`src/rtl/spi_slave_reg_ctrl.sv`:
```
// Register-access controller behind an 8-bit SPI slave.
// Each frame is one command word followed by data words. The command word
// carries R/W (bit 7) and a 7-bit start address; data words auto-increment
// the address. The slave has no chip-select, so a frame ends when the link
// has been quiet (no received word, slave not busy) for p_timeout cycles.
module spi_slave_reg_ctrl #(
    parameter int          p_num_regs = 16,
    parameter int          p_timeout  = 64,
    parameter logic [7:0]  p_idle_tx  = 8'hA5
) (
    input  logic                      clk,
    input  logic                      rst,
    input  logic [7:0]                i_rx_data,
    input  logic                      i_rx_valid,
    input  logic                      i_busy,
    output logic [7:0]                o_tx_data,
    output logic [8*p_num_regs-1:0]   o_regs,
    output logic                      o_wr_strobe,
    output logic [6:0]                o_wr_addr,
    output logic                      o_addr_err,
    output logic                      o_frame_active
);

    // Wide enough to hold p_timeout-1.
    localparam int TW = (p_timeout > 2) ? $clog2(p_timeout) : 1;
    localparam logic [TW-1:0] TMO_LAST = TW'(p_timeout - 1);

    typedef enum logic [1:0] {
        IDLE  = 2'd0,
        WRITE = 2'd1,
        READ  = 2'd2
    } state_t;

    state_t          state_reg;
    logic [6:0]      ptr_reg;
    logic [TW-1:0]   tmo_reg;
    logic [7:0]      tx_reg;
    logic            wr_strobe_reg;
    logic [6:0]      wr_addr_reg;
    logic            addr_err_reg;
    logic            active_reg;
    logic [7:0]      regs_reg [p_num_regs];

    logic [6:0]      rd_addr;
    logic [7:0]      rd_data;
    logic            rd_in_range;
    logic            ptr_in_range;
    logic            wr_en;

    // Address whose contents become the next tx word: the command's address
    // when opening a read frame, otherwise the pointer after increment.
    always_comb begin
        rd_addr = (state_reg == IDLE) ? i_rx_data[6:0] : (ptr_reg + 7'd1);
    end

    // Register read mux; out-of-range addresses read as zero.
    always_comb begin
        rd_data = 8'h00;
        for (int i = 0; i < p_num_regs; i++) begin
            if (rd_addr == 7'(i)) begin
                rd_data = regs_reg[i];
            end
        end
    end

    // Range checks are done after the 7-bit wrap, so compare in 8 bits.
    always_comb begin
        rd_in_range  = ({1'b0, rd_addr} < 8'(p_num_regs));
        ptr_in_range = ({1'b0, ptr_reg} < 8'(p_num_regs));
        wr_en        = i_rx_valid && (state_reg == WRITE) && ptr_in_range;
    end

    // One flop group per register, loaded when a data word targets it.
    generate
        for (genvar gi = 0; gi < p_num_regs; gi++) begin : g_regs
            always_ff @(posedge clk) begin
                if (rst) begin
                    regs_reg[gi] <= 8'h00;
                end else if (wr_en && (ptr_reg == 7'(gi))) begin
                    regs_reg[gi] <= i_rx_data;
                end
            end
            assign o_regs[8*gi +: 8] = regs_reg[gi];
        end
    endgenerate

    // Frame FSM: command decode, pointer advance, tx word, strobes, timeout.
    always_ff @(posedge clk) begin
        if (rst) begin
            state_reg     <= IDLE;
            ptr_reg       <= 7'd0;
            tmo_reg       <= '0;
            tx_reg        <= p_idle_tx;
            wr_strobe_reg <= 1'b0;
            wr_addr_reg   <= 7'd0;
            addr_err_reg  <= 1'b0;
            active_reg    <= 1'b0;
        end else begin
            wr_strobe_reg <= 1'b0;
            addr_err_reg  <= 1'b0;
            if (i_rx_valid) begin
                // A received word always wins over a simultaneous expiry.
                tmo_reg <= '0;
                case (state_reg)
                    IDLE: begin
                        ptr_reg    <= i_rx_data[6:0];
                        active_reg <= 1'b1;
                        if (i_rx_data[7]) begin
                            state_reg    <= READ;
                            tx_reg       <= rd_data;
                            addr_err_reg <= !rd_in_range;
                        end else begin
                            state_reg <= WRITE;
                        end
                    end
                    WRITE: begin
                        if (ptr_in_range) begin
                            wr_strobe_reg <= 1'b1;
                            wr_addr_reg   <= ptr_reg;
                        end else begin
                            addr_err_reg <= 1'b1;
                        end
                        ptr_reg <= ptr_reg + 7'd1;
                    end
                    READ: begin
                        // The received word is a dummy; it only clocks the read.
                        ptr_reg      <= ptr_reg + 7'd1;
                        tx_reg       <= rd_data;
                        addr_err_reg <= !rd_in_range;
                    end
                    default: begin
                        state_reg  <= IDLE;
                        active_reg <= 1'b0;
                    end
                endcase
            end else if (i_busy) begin
                tmo_reg <= '0;
            end else if (state_reg != IDLE) begin
                if (tmo_reg == TMO_LAST) begin
                    state_reg  <= IDLE;
                    active_reg <= 1'b0;
                    tx_reg     <= p_idle_tx;
                    tmo_reg    <= '0;
                end else begin
                    tmo_reg <= tmo_reg + 1'b1;
                end
            end
        end
    end

    assign o_tx_data      = tx_reg;
    assign o_wr_strobe    = wr_strobe_reg;
    assign o_wr_addr      = wr_addr_reg;
    assign o_addr_err     = addr_err_reg;
    assign o_frame_active = active_reg;

endmodule

```
`config.mk`:
```
export PLATFORM = sky130hd
export DESIGN_NAME = spi_slave_reg_ctrl
export DESIGN_NICKNAME = d
export VERILOG_FILES = /design/src/rtl/spi_slave_reg_ctrl.sv
export SDC_FILE = /design/constraint.sdc
export NUM_CORES = 1
export LEC_CHECK = 0
export ABC_AREA = 0
export CORE_UTILIZATION = 51
export CTS_CLUSTER_DIAMETER = 60
export DETAILED_ROUTE_END_ITERATION = 10
export PLACE_DENSITY = 0.78
export SYNTH_ARGS = -nofsm -noshare
export SYNTH_HDL_FRONTEND = slang
export SYNTH_SLANG_ARGS = --single-unit
```
`constraint.sdc`:
```
create_clock -name clk -period 3.45 [get_ports clk]
set_clock_uncertainty 0.05 [all_clocks]
set_input_delay 0.345 -clock clk [delete_from_list [all_inputs] [get_ports clk]]
set_output_delay 0.345 -clock clk [all_outputs]
set_load 0.01 [all_outputs]
```
==> impl_metrics.py <==
metrics = {
    "run_status": {
        "status": "finished clean",
    },
    "routing": {
        "drtAntennaViolNets": 0,
        "avgRoutedWirePerCell_um": 25.3,
        "route.detailed.drc": 0,
        "num_vias": 7531,
        "initialDrtViolationCount": 1007,
        "vias_per_cell": 6.35,
        "wl_um": 30000,
        "first_pass_iters": 7,
    },
    "critical_path": {
        "worstPathMaxFanout": 16,
        "startpoint_type": "flip-flop",
        "cp-end-kind": "flip-flop",
        "critical_path_class": "flip-flop to flip-flop",
        "arrival_ns": 3.64,
        "required_ns": 3.77,
    },
    "timing": {
        "worst_slew_pin_slew_ns": 1.05,
        "setup_violations": 0,
        "maxClockFrequency_mhz": 301,
        "slew_violations": 0,
        "min_period_ns": 3.32,
        "fin_tns_setup_ns": 0,
        "hold_viol_final": 0,
        "rsz0062_at_grt": "false",
        "maxSlewHeadroom_pct": 29.0,
        "hold_slack_ns": 0.404,
        "min_period_over_period_pct": 96.3,
    },
    "global_route": {
        "antenna_found_initial": 0,
        "gr-usage-all-layers_pct": 36.8,
        "grt_overflow": 0,
        "grt_pass1_vias": 7125,
        "grt_pass1_wl_um": 44100,
        "grt_max_degree": 45,
    },
    "clock_tree": {
        "cts_made_buffers": 17,
        "cts_sinks": 161,
        "path_clk_slew_ns": 0.07,
        "cts_tree": "built",
        "clk_latency_ns": 0.44,
        "root_buffer": "clkbuf_16",
        "cts.path.max_buffers": 2,
        "cts_hold_buffers": 0,
        "htree_levels": 4,
    },
    "yosys": {
        "synthesis.area_um2": 8340,
        "synth_seq_cells": 161,
        "synth_area_leaders": "edfxtp_1 (46%), and2_1 (8.9%), dfxtp_1 (7.9%), nand2_1 (2.8%), o21ai_0 (2.5%)",
        "yosys-top-cells-count": "edfxtp_1 (128), and2_1 (119), nand2_1 (63)",
        "async_flop_share_pct": 0,
        "postSynthCellCount": 778,
        "ys_warn_count": 0,
        "synth_top_area_share_pct": 46.1,
        "yosysMostFrequentCell": "edfxtp_1",
        "syn_nets": 799,
        "synth_top_area_cell": "edfxtp_1",
        "ys_types": 79,
        "syn_avg_cell_area_um2": 10.7,
        "yosysSeqAreaShare_pct": 54.0,
        "synthFlopType": "edfxtp_1",
        "synth-edff-count": 128,
    },
    "worst_hold_path": {
        "holdCritPathClass": "flip-flop to flip-flop",
    },
    "placed_design": {
        "dpl.hpwl_um": 22400,
        "finalWeightedCongestion": 0.994,
        "portBuffers": 157,
    },
    "power": {
        "combPwrFrac_pct": 17.1,
        "netSwitchingFraction_pct": 29.0,
        "p_clk_share_pct": 38.5,
        "power_density_nw_per_um2": 463,
        "finalPower_mw": 5.06,
        "intPower_mw": 3.60,
        "vdd_drop_max_uv": 346,
        "seq_power_share_pct": 44.4,
        "power_leakage_nw": 3.95,
        "power.switching_mw": 1.47,
    },
    "final_layout": {
        "area_growth_pct": 31.1,
        "drive_gt1_share_pct": 13.1,
        "final_core_util_pct": 68.6,
        "nNetsFinal": 978,
        "largest_register_ffs": 128,
        "diodes": 0,
    },
    "die": {
        "core_um2": 15900,
        "io_pins": 158,
        "fp.dieW_um": 130,
        "initial_core_util_pct": 52.3,
        "die_y_um": 130,
        "fp.dieArea_um2": 16900,
        "rows": 46,
    },
    "flow_run": {
        "cap_violations": 0,
    },
}
routing by layer:
metal	GRT usage, %	wire [um]
met1	47.2	11400
met2	59.5	14000
met3	7.91	3300
met4	18.1	1360
met5	0	0
cell type report:
class                   count  area (um2)
flip-flops and latches    161        4500
well taps                 216         270
clock inverters            14         169
fillers                  1252        5000
clock buffers              18         429
repair buffers            215        2000
multi-input cells         548        3510
inverters                  14        55.1
cell families after synthesis:
group,after synthesis,share of synthesized area [%]
XOR/XNOR,7,0.735
flip-flops,161,54.0
AO/OA/AOI/OAI,190,16.4
multiplexers,19,2.55
AND/OR/NAND/NOR,323,21.0
buffers and inverters,69,4.00
adder cells (fa/ha/maj),9,1.35
worst max-delay path, stage by stage, from the launching register on:
cell and delay, ns:
dfxtp_1 0.35, inv_1 0.11, ha_1 0.61, buf_4 0.26, mux2_2 0.35, a21o_1 0.29, a21oi_1 0.63, a32oi_1 0.24
and3_1 0.23, o22ai_1 0.13
cells in the final DEF, fill, tap and decap left out, types with 14 or more instances in the layout:
cell / synthesis / routed
and2_1: 119 / 119
nor4_1: 15 / 15
clkbuf_16: 0 / 17
o21ai_0: 41 / 41
edfxtp_1: 128 / 128
and3_1: 14 / 14
a21oi_1: 36 / 36
buf_4: 5 / 58
nor2_1: 41 / 41
nor3_1: 35 / 35
clkdlybuf4s50_1: 0 / 156
nand2_1: 63 / 63
dfxtp_1: 33 / 33
path summary, 6_finish.rpt:
path | from | to | slack, ns | cells after the start
setup / recovery | state_reg[0]$_SDFFE_PP0P_ | o_tx_data[3]$_SDFFE_PP0P_ | 0.13 | 9
hold / removal | o_wr_addr[3]$_SDFFE_PP0P_ | o_wr_addr[3]$_SDFFE_PP0P_ | 0.40 | 2
setup reg to reg | state_reg[0]$_SDFFE_PP0P_ | o_tx_data[3]$_SDFFE_PP0P_ | 0.13 | 9
hold reg to reg | o_wr_addr[3]$_SDFFE_PP0P_ | o_wr_addr[3]$_SDFFE_PP0P_ | 0.40 | 2
stage by stage:
stage / setup WS (ns) / area [um2] / std cells
CTS: 0.205 / 10900 / 1186
detailed placement: 0.217 / 10300 / 1154
global placement: 0.249 / 10300 / 1154
global route: 0.00447 / 10900 / 1186
finish: 0.126 / 10900 / 1186
floorplan: 0.960 / 8340 / 778
power by group through the flow:
stage                     Combinational [mW]  Clock [mW]  Sequential (mW)
after global placement                 0.832           0             2.29
final                                  0.863        1.95             2.25
after detailed placement               0.839           0             2.29
after CTS                              0.844        1.95             2.24
after global routing                   0.913        2.03             2.25
after floorplan                        0.458           0             2.27
timing repair:
action | in CTS | in global routing
endpoints found under the setup margin | 0 | 2
gates resized for setup | 0 | 1
setup buffers | 0 | 0
Power figures use the tool's default switching activity.
